<file path="src/rtl/seg_scan_decoder.sv">
// seg_scan_decoder
//   Receiving end of a multiplexed 4-digit seven-segment bus. Samples the
//   active-low seg/an lines on sample_en strobes and rebuilds the mm:ss value
//   that was scanned out. It checks glyph validity, one-hot anode selects and
//   scan order.
//
// Ports
//   clk         system clock
//   rst         synchronous active-high reset
//   sample_en   sample strobe, one per scan step (may be held high)
//   seg[6:0]    segment lines, active low, bit6=g .. bit0=a
//   an[3:0]     anode lines, active low: 0=min tens, 1=min ones,
//               2=sec tens, 3=sec ones
//   minutes     last complete minutes value (0-59)
//   seconds     last complete seconds value (0-59)
//   frame_valid one-cycle pulse when minutes/seconds update
//   blank       level, last sampled digit was the all-off glyph
//   err         one-cycle pulse on any protocol or glyph error
//   stale       level, no anode seen for STALE_LIMIT strobes
module seg_scan_decoder #(
  parameter int STALE_LIMIT = 16
) (
  input  logic       clk,
  input  logic       rst,
  input  logic       sample_en,
  input  logic [6:0] seg,
  input  logic [3:0] an,
  output logic [5:0] minutes,
  output logic [5:0] seconds,
  output logic       frame_valid,
  output logic       blank,
  output logic       err,
  output logic       stale
);

  localparam int CW = $clog2(STALE_LIMIT + 1);
  localparam logic [CW-1:0] CNT_ONE = CW'(1);
  localparam logic [CW-1:0] CNT_MAX = CW'(STALE_LIMIT);

  // EXPk means digit position k is the next one expected in the frame.
  typedef enum logic [1:0] {
    HUNT = 2'd0,
    EXP1 = 2'd1,
    EXP2 = 2'd2,
    EXP3 = 2'd3
  } state_t;

  // Active-low glyph to BCD digit; returns {valid, digit}.
  function automatic logic [4:0] decode_glyph(input logic [6:0] g);
    case (g)
      7'b1000000: decode_glyph = {1'b1, 4'd0};
      7'b1111001: decode_glyph = {1'b1, 4'd1};
      7'b0100100: decode_glyph = {1'b1, 4'd2};
      7'b0110000: decode_glyph = {1'b1, 4'd3};
      7'b0011001: decode_glyph = {1'b1, 4'd4};
      7'b0010010: decode_glyph = {1'b1, 4'd5};
      7'b0000010: decode_glyph = {1'b1, 4'd6};
      7'b1111000: decode_glyph = {1'b1, 4'd7};
      7'b0000000: decode_glyph = {1'b1, 4'd8};
      7'b0011000: decode_glyph = {1'b1, 4'd9};
      default:    decode_glyph = {1'b0, 4'd0};
    endcase
  endfunction

  // tens*10 + units; tens is range-checked to <=5 before use, so 6 bits suffice.
  function automatic logic [5:0] tens_units(input logic [3:0] t, input logic [3:0] u);
    tens_units = {t[2:0], 3'b000} + {1'b0, t, 1'b0} + {2'b00, u};
  endfunction

  state_t        state_r, state_n;
  logic [3:0]    mt_r, mo_r, st_r;
  logic [3:0]    mt_n, mo_n, st_n;
  logic [5:0]    min_r, sec_r, min_n, sec_n;
  logic          fv_r, err_r, blank_r, stale_r;
  logic          fv_n, err_n, blank_n, stale_n;
  logic [CW-1:0] cnt_r, cnt_n;

  logic [4:0]    glyph_s;
  logic          glyph_valid_s, glyph_blank_s;
  logic [3:0]    digit_s;
  logic [1:0]    pos_s;
  logic          an_none_s, an_multi_s;

  assign glyph_s       = decode_glyph(seg);
  assign glyph_valid_s = glyph_s[4];
  assign digit_s       = glyph_s[3:0];
  assign glyph_blank_s = (seg == 7'b1111111);

  // Classify the anode bus into a digit position, NONE or MULTI.
  always_comb begin
    pos_s      = 2'd0;
    an_none_s  = 1'b0;
    an_multi_s = 1'b0;
    case (an)
      4'b1110: pos_s = 2'd0;
      4'b1101: pos_s = 2'd1;
      4'b1011: pos_s = 2'd2;
      4'b0111: pos_s = 2'd3;
      4'b1111: an_none_s = 1'b1;
      default: an_multi_s = 1'b1;
    endcase
  end

  // Next-state, digit capture, frame assembly and flag logic.
  always_comb begin
    state_n = state_r;
    mt_n    = mt_r;
    mo_n    = mo_r;
    st_n    = st_r;
    min_n   = min_r;
    sec_n   = sec_r;
    blank_n = blank_r;
    stale_n = stale_r;
    cnt_n   = cnt_r;
    fv_n    = 1'b0;
    err_n   = 1'b0;
    if (sample_en) begin
      if (an_none_s) begin
        // No digit driven: only the stale watchdog moves.
        if (cnt_r != CNT_MAX) begin
          cnt_n = cnt_r + CNT_ONE;
        end else begin
          cnt_n = cnt_r;
        end
        stale_n = (cnt_n == CNT_MAX);
      end else begin
        cnt_n   = '0;
        stale_n = 1'b0;
        if (an_multi_s || (!glyph_valid_s && !glyph_blank_s)) begin
          err_n   = 1'b1;
          state_n = HUNT;
        end else if (glyph_blank_s) begin
          blank_n = 1'b1;
          state_n = HUNT;
        end else begin
          blank_n = 1'b0;
          case (state_r)
            HUNT: begin
              // Mid-frame join: anything but position 0 is silently skipped.
              if (pos_s == 2'd0) begin
                mt_n    = digit_s;
                state_n = EXP1;
              end else begin
                state_n = HUNT;
              end
            end
            EXP1: begin
              case (pos_s)
                2'd0:    mt_n = digit_s;
                2'd1:    begin mo_n = digit_s; state_n = EXP2; end
                default: begin err_n = 1'b1; state_n = HUNT; end
              endcase
            end
            EXP2: begin
              case (pos_s)
                2'd0:    begin err_n = 1'b1; mt_n = digit_s; state_n = EXP1; end
                2'd1:    mo_n = digit_s;
                2'd2:    begin st_n = digit_s; state_n = EXP3; end
                default: begin err_n = 1'b1; state_n = HUNT; end
              endcase
            end
            EXP3: begin
              case (pos_s)
                2'd0:    begin err_n = 1'b1; mt_n = digit_s; state_n = EXP1; end
                2'd2:    st_n = digit_s;
                2'd3: begin
                  // Seconds ones arrives live; the frame closes on this sample.
                  state_n = HUNT;
                  if ((mt_r > 4'd5) || (st_r > 4'd5)) begin
                    err_n = 1'b1;
                  end else begin
                    min_n = tens_units(mt_r, mo_r);
                    sec_n = tens_units(st_r, digit_s);
                    fv_n  = 1'b1;
                  end
                end
                default: begin err_n = 1'b1; state_n = HUNT; end
              endcase
            end
            default: state_n = HUNT;
          endcase
        end
      end
    end else begin
      state_n = state_r;
    end
  end

  // State and output registers.
  always_ff @(posedge clk) begin
    if (rst) begin
      state_r <= HUNT;
      mt_r    <= 4'd0;
      mo_r    <= 4'd0;
      st_r    <= 4'd0;
      min_r   <= 6'd0;
      sec_r   <= 6'd0;
      fv_r    <= 1'b0;
      err_r   <= 1'b0;
      blank_r <= 1'b0;
      stale_r <= 1'b0;
      cnt_r   <= '0;
    end else begin
      state_r <= state_n;
      mt_r    <= mt_n;
      mo_r    <= mo_n;
      st_r    <= st_n;
      min_r   <= min_n;
      sec_r   <= sec_n;
      fv_r    <= fv_n;
      err_r   <= err_n;
      blank_r <= blank_n;
      stale_r <= stale_n;
      cnt_r   <= cnt_n;
    end
  end

  assign minutes     = min_r;
  assign seconds     = sec_r;
  assign frame_valid = fv_r;
  assign err         = err_r;
  assign blank       = blank_r;
  assign stale       = stale_r;

endmodule

</file>
<file path="config.mk">
export PLATFORM = sky130hd
export DESIGN_NAME = seg_scan_decoder
export DESIGN_NICKNAME = d
export VERILOG_FILES = /design/src/rtl/seg_scan_decoder.sv
export SDC_FILE = /design/constraint.sdc
export NUM_CORES = 1
export LEC_CHECK = 0
export ABC_AREA = 1
export BUFFER_PORTS_ARGS = -buffer_cell sky130_fd_sc_hd__buf_4
export CORE_MARGIN = 2
export CORE_UTILIZATION = 42
export DETAILED_ROUTE_END_ITERATION = 7
export PLACE_DENSITY_LB_ADDON = 0.3
export SLEW_MARGIN = 30
export SYNTH_ARGS = -nofsm -noshare
export SYNTH_HDL_FRONTEND = slang
export SYNTH_SLANG_ARGS = --single-unit
</file>
<file path="constraint.sdc">
create_clock -name clk -period 2.3 [get_ports clk]
set_clock_uncertainty 0.15 [all_clocks]
set_input_delay 0.115 -clock clk [delete_from_list [all_inputs] [get_ports clk]]
set_output_delay 0.115 -clock clk [all_outputs]
set_load 0.005 [all_outputs]
</file>
==> results of run 1 <==
-- critical path: stages --
cell     delay [ns]
buf_4          0.12
nor2_1         0.14
nand2_1        0.09
o31ai_1        0.22
buf_4          0.16
fa_1           0.46
fa_1           0.46
xor2_1         0.15
nor2_1         0.12
nor2_2         0.05
-- final cells by class --
class                           count  area (um2)
Fill cell                         584        2670
Multi-Input combinational cell    263        1520
Sequential cell                    35         701
Timing Repair Buffer               38         288
Inverter                           56         210
Clock buffer                        7        96.3
Tap cell                           72        90.1
Clock inverter                      1        7.51
-- registers in the layout, indices dropped and copies added (netlist names), 2 cells and up --
register  count
st_r          4
seconds       6
mo_r          4
state_r       2
minutes       6
cnt_r         5
mt_r          4
-- kinds of logic after synthesis --
group,count (synthesis)
AND/OR/NAND/NOR,209
buffers and inverters,61
flip-flops,35
adder cells (fa/ha/maj),25
AO/OA/AOI/OAI,20
XOR/XNOR,9
-- routing by layer --
| metal | track usage | routed length, um | up-vias | part of all wire |
|---|---|---|---|---|
| met5 | 0 | 0 | - | 0 |
| met4 | 0.0746 | 128 | 0 | 0.027 |
| met3 | 0.0315 | 142 | 12 | 0.029 |
| met2 | 0.303 | 2430 | 31 | 0.50 |
| met1 | 0.187 | 2120 | 996 | 0.44 |
| li1 | - | - | 1196 | - |
-- through the flow --
stage                     hold WS [ns]  area (um2)
after floorplan                  0.236        2470
after global placement           0.206        2800
after detailed placement         0.208        2800
after CTS                        0.112        2910
after global routing             0.161        2910
final                            0.121        2910
-- how the worst max path moves through the flow --
stage                      end  slack [ns]  depth (start not counted)
global placement    seconds[4]       -0.02                         10
CTS                 seconds[4]        0.24                         10
floorplan           seconds[4]        0.04                          8
global route        seconds[4]        0.09                         12
finish              seconds[4]        0.24                         10
detailed placement  seconds[4]       -0.07                         10
-- synthesized netlist by cell type, drive strengths merged --
library cell	n
fa	4
a31oi	1
inv	54
nand3	16
nand3b	1
nand2	97
nor2	79
nor3	5
o2111ai	1
xor2	5
or2	2
buf	4
nand4	9
o221ai	1
ha	21
o31ai	1
clkinv	2
dfxtp	35
clkbuf	1
o21bai	1
a211oi	1
a21oi	11
xnor2	4
o211ai	1
o21ai	2
-- power by group through the flow --
stage | Clock (W) | Combinational [W] | Sequential, W
floorplan | 0 | 0.0000853 | 0.000627
global placement | 0 | 0.000134 | 0.000628
detailed placement | 0 | 0.000136 | 0.000628
CTS | 0.000512 | 0.000138 | 0.000614
global route | 0.000531 | 0.000157 | 0.000614
finish | 0.000491 | 0.000137 | 0.000614
==> run_results.csv, run 1 <==
group,metric,value,unit
routing,vias,2235,
synth,synthTopCellsByArea,"dfxtp_1 (28%), nand2_1 (13%), ha_1 (11%)",
synth,yosysTopAreaCellShare,0.284,
sta,slew_viol_final,0,
pwr,p_sw,0.000306,W
worst_setup_path,start_kind,"input port",
floorplan,ioPinCount,30,
worst_hold_path,whs_endpoint,"err",
finish,layout_common_cells,"nand2_1 (86), nor2_1 (63), inv_1 (51), buf_4 (37), dfxtp_1 (35)",
clock_tree,postCtsHoldBufs,1,
pwr,switching_share,0.246,
synth,avgSynthCellArea,6.87,um2
synth,syn_nets,398,
finish,syn_to_final_growth,17.9,%
worst_hold_path,hold_depth,5,
pwr,p_leak,1.61,nW
finish,drive_above_1_share,0.210,
placement,gp_congestion,0.861,
sta,finalWorstSetupSlack,0.238,ns
routing,detail_route.wl_per_cell,10.2,um
placement,dp.cells,463,
floorplan,die_w,80.6,um
global_route,antenna_found_initial,0,
clock_tree,root_buffer,"clkbuf_8",
pwr,ir_drop,0.000316,V
pwr,power.total,0.00124,W
run_status,status,"finished clean",
sta,tns,0,ns
synth,synthCells,359,
worst_setup_path,r2r-start,"mt_r[2]",
routing,dr.pass1.iters,4,
clock_tree,clk_latency,0.28,ns
pwr,power_frac_seq,0.494,
pwr,p_int,0.000936,W
worst_setup_path,crit_path_max_fanout,3,
worst_setup_path,crit_arrival,2.09,ns
synth,ys_seq_area_frac,0.284,
synth,synth_top_area_cell,"dfxtp_1",
synth,synth_xor_area_frac,0.0319,
sta,worstMarginPinSlew,0.449,ns
floorplan,core_area,5570,um2
worst_setup_path,end_kind,"flop",
global_route,grt_overflow,0,
sta,finalHoldViolCount,0,
global_route,grt_pass1_wl,8610,um
worst_setup_path,r2r_cells,5,
placement,dp_slack,-0.0700,ns
finish,instances_no_fill,472,
pwr,p_clk_frac,0.395,
flow_run,max_cap_violations,0,
routing,drt_wl_total,4820,um
floorplan,die_area,6500,um2
synth,synth_cell_types,35,
global_route,first_global_vias,2101,
pwr,combPwrFrac,0.111,
finish,final_util,0.522,
synth,synthSimpleGateAreaFrac,0.396,
synth,synth_fa_ha_area_frac,0.139,
finish,fin_nets,438,
global_route,track_usage,0.167,
routing,ant_nets,0,
routing,routed_via_density,4.74,
sta,setup_viol,0,
synth,synth_top_family_by_area,"simple AND/OR/NAND/NOR gates",
sta,min_period,2.06,ns
synth,synthMuxAreaShare,0,
floorplan,rows,27,
synth,ys_ff_latch,35,
clock_tree,clk_pin_slew,0.07,ns
clock_tree,cts_buffer_depth,2,
routing,drc,0,
sta,rsz0062_at_grt,"false",
synth,synth_compound_area_frac,0.0482,
global_route,grt_max_degree,26,
worst_setup_path,critical_path_class,"input port to flop",
placement,io_buffers,29,
finish,antenna_cells,0,
sta,max_freq,0.485,GHz
worst_hold_path,hold_path.startpoint,"sample_en",
finish,final_common_cell,"nand2_1",
worst_setup_path,r2r-end,"minutes[4]",
clock_tree,post_cts_buffers,0,
pwr,power_density,427,nW/um2
routing,drt_iter0_drc,111,
worst_setup_path,startpoint,"seg[5]",
worst_setup_path,reg2reg_slack,0.33,ns
synth,synth_area,2470,um2
worst_setup_path,crit_required,2.33,ns
clock_tree,numCtsBuffers,5,
worst_hold_path,hp-class,"input port to flop",
floorplan,chipHeight,80.6,um
clock_tree,cts-resized-gates,0,
sta,fin_crit_sh,0.896,
clock_tree,cts_sinks,35,
clock_tree,htree_levels,2,
sta,relSlewSlack,0.700,
placement,dp_hpwl,3780,um
clock_tree,cts_tree,"done",
floorplan,initial_utilization,0.443,
synth,synth-warning-count,0,
Power figures use the tool's default switching activity.
==> run 2, diff against run 1 <==
--- a/config.mk
+++ b/config.mk
@@ -6,7 +6,7 @@
 export NUM_CORES = 1
 export LEC_CHECK = 0
 export ABC_AREA = 1
-export BUFFER_PORTS_ARGS = -buffer_cell sky130_fd_sc_hd__buf_4
+export BUFFER_PORTS_ARGS = -buffer_cell sky130_fd_sc_hd__buf_2
 export CORE_MARGIN = 2
 export CORE_UTILIZATION = 42
 export DETAILED_ROUTE_END_ITERATION = 7
==> run_results.csv, run 2 (same netlist as run 1, synthesis figures left out) <==
group,metric,value,unit
pwr,power.total,0.00124,W
worst_setup_path,crit_required,2.33,ns
floorplan,rows,27,
run_status,status,"finished clean",
clock_tree,cts_tree,"done",
floorplan,ioPinCount,30,
routing,drt_wl_total,4710,um
sta,finalHoldViolCount,0,
clock_tree,cts_sinks,35,
worst_setup_path,crit_path_max_fanout,3,
worst_setup_path,crit_chain,"buf_2 > nor2_1 > nand2_1 > o31ai_1 > buf_4 > fa_1 > fa_1 > xor2_1 > nor2_1 > nor2_2",
sta,relSlewSlack,0.702,
pwr,ir_drop,0.000333,V
global_route,grt_use_met2,0.301,
routing,dr.pass1.iters,4,
routing,drt_iter0_drc,76,
clock_tree,cts_buffer_depth,2,
placement,placed_cell_area,2730,um2
global_route,antenna_found_initial,0,
finish,final_common_cell,"nand2_1",
sta,rsz0062_at_grt,"false",
worst_setup_path,crit_arrival,2.07,ns
finish,fin_nets,439,
placement,dp_hpwl,3670,um
sta,setup_viol,0,
global_route,track_usage,0.167,
worst_setup_path,cpPeakStageDelay,0.45,ns
floorplan,core_area,5570,um2
clock_tree,clk_pin_slew,0.07,ns
finish,final_util,0.510,
placement,io_buffers,29,
global_route,first_global_vias,2120,
clock_tree,clk_latency,0.28,ns
floorplan,initial_utilization,0.443,
routing,routed_via_density,4.56,
sta,worstMarginPinSlew,0.446,ns
worst_setup_path,end_kind,"flop",
pwr,power_density,437,nW/um2
worst_setup_path,slowest_stage,"fa_1",
global_route,grt_overflow,0,
worst_hold_path,hp-class,"input port to flop",
clock_tree,numCtsBuffers,5,
finish,layout_common_cells,"nand2_1 (86), nor2_1 (63), inv_1 (51), dfxtp_1 (35), buf_2 (29)",
finish,antenna_cells,0,
flow_run,max_cap_violations,0,
worst_setup_path,critical_path_class,"input port to flop",
routing,drc,0,
sta,min_period,2.04,ns
finish,fill_cells,561,
finish,drive_above_1_share,0.212,
placement,gp_congestion,0.831,
finish,finish.instance_area,2840,um2
floorplan,chipHeight,80.6,um
sta,slew_viol_final,0,
routing,vias,2158,
worst_setup_path,start_kind,"input port",
global_route,grt_pass1_wl,8710,um
routing,ant_nets,0,
routing,detail_route.wl_per_cell,9.96,um
sta,fin_crit_sh,0.887,
floorplan,die_w,80.6,um
clock_tree,root_buffer,"clkbuf_8",
global_route,top_usage_layer,"met2",
clock_tree,htree_levels,2,
global_route,use_met3,0.0360,
pwr,p_leak,1.60,nW
sta,max_freq,0.490,GHz
finish,syn_to_final_growth,15.3,%
floorplan,die_area,6500,um2
global_route,grtUsageMet1,0.198,
sta,finalWorstSetupSlack,0.261,ns
clock_tree,post_cts_buffers,0,
sta,tns,0,ns
global_route,grt_max_degree,26,
placement,dp_slack,-0.0498,ns
## run 2: changes by cell type in the layout (fill, tap and decap cells not counted)
cell   before  now
buf_2       0   29
buf_4      37    9
## run 2: final cells by class
cell class,count,area (um2),share of cell area
clock buffers,7,96.3,0.0339
inverters,56,210,0.0739
well taps,72,90.1,0.0317
clock inverters,1,7.51,0.00264
multi-input cells,263,1520,0.533
repair buffers,39,223,0.0783
flip-flops and latches,35,701,0.246
## run 2: final timing paths
check             from    endpoint  slack, ns  cells after the start
min          sample_en       blank       0.11                      5
min reg2reg      blank       blank       0.30                      2
max             seg[5]  seconds[4]       0.26                     10
max reg2reg    mt_r[2]  minutes[4]       0.36                      5
## run 2: layer usage
| layer | share of wire | up-vias |
|---|---|---|
| met5 | 0 | - |
| met4 | 0.0079 | 0 |
| met3 | 0.027 | 7 |
| met2 | 0.49 | 19 |
| met1 | 0.48 | 945 |
| li1 | - | 1187 |
## run 2: stage by stage
stage	instances	hold WS (ns)
finish	473	0.115
global route	473	0.153
CTS	473	0.110
detailed placement	464	0.253
global placement	464	0.249
floorplan	359	0.236
## run 2: worst max-delay path: cells and delay by family
kind | cells | cell delay, ns
fa+ha+maj | 2 | 0.90
buf+inv | 2 | 0.27
compound gates | 1 | 0.23
xor+xnor | 1 | 0.15
simple gates | 4 | 0.39
## run 2: where the power goes
part	leakage [nW]	internal [W]	switching, W
clock	0.0505	0.000272	0.000225
combinational	1.27	0.0000475	0.0000839
sequential	0.282	0.000610	0.00000328
total	1.60	0.000930	0.000313
## run 2: what timing repair did
item                                   4_1_cts  5_1_grt
endpoints found under the hold margin        7        0
hold buffers                                 1        0
resized for setup                            0        0
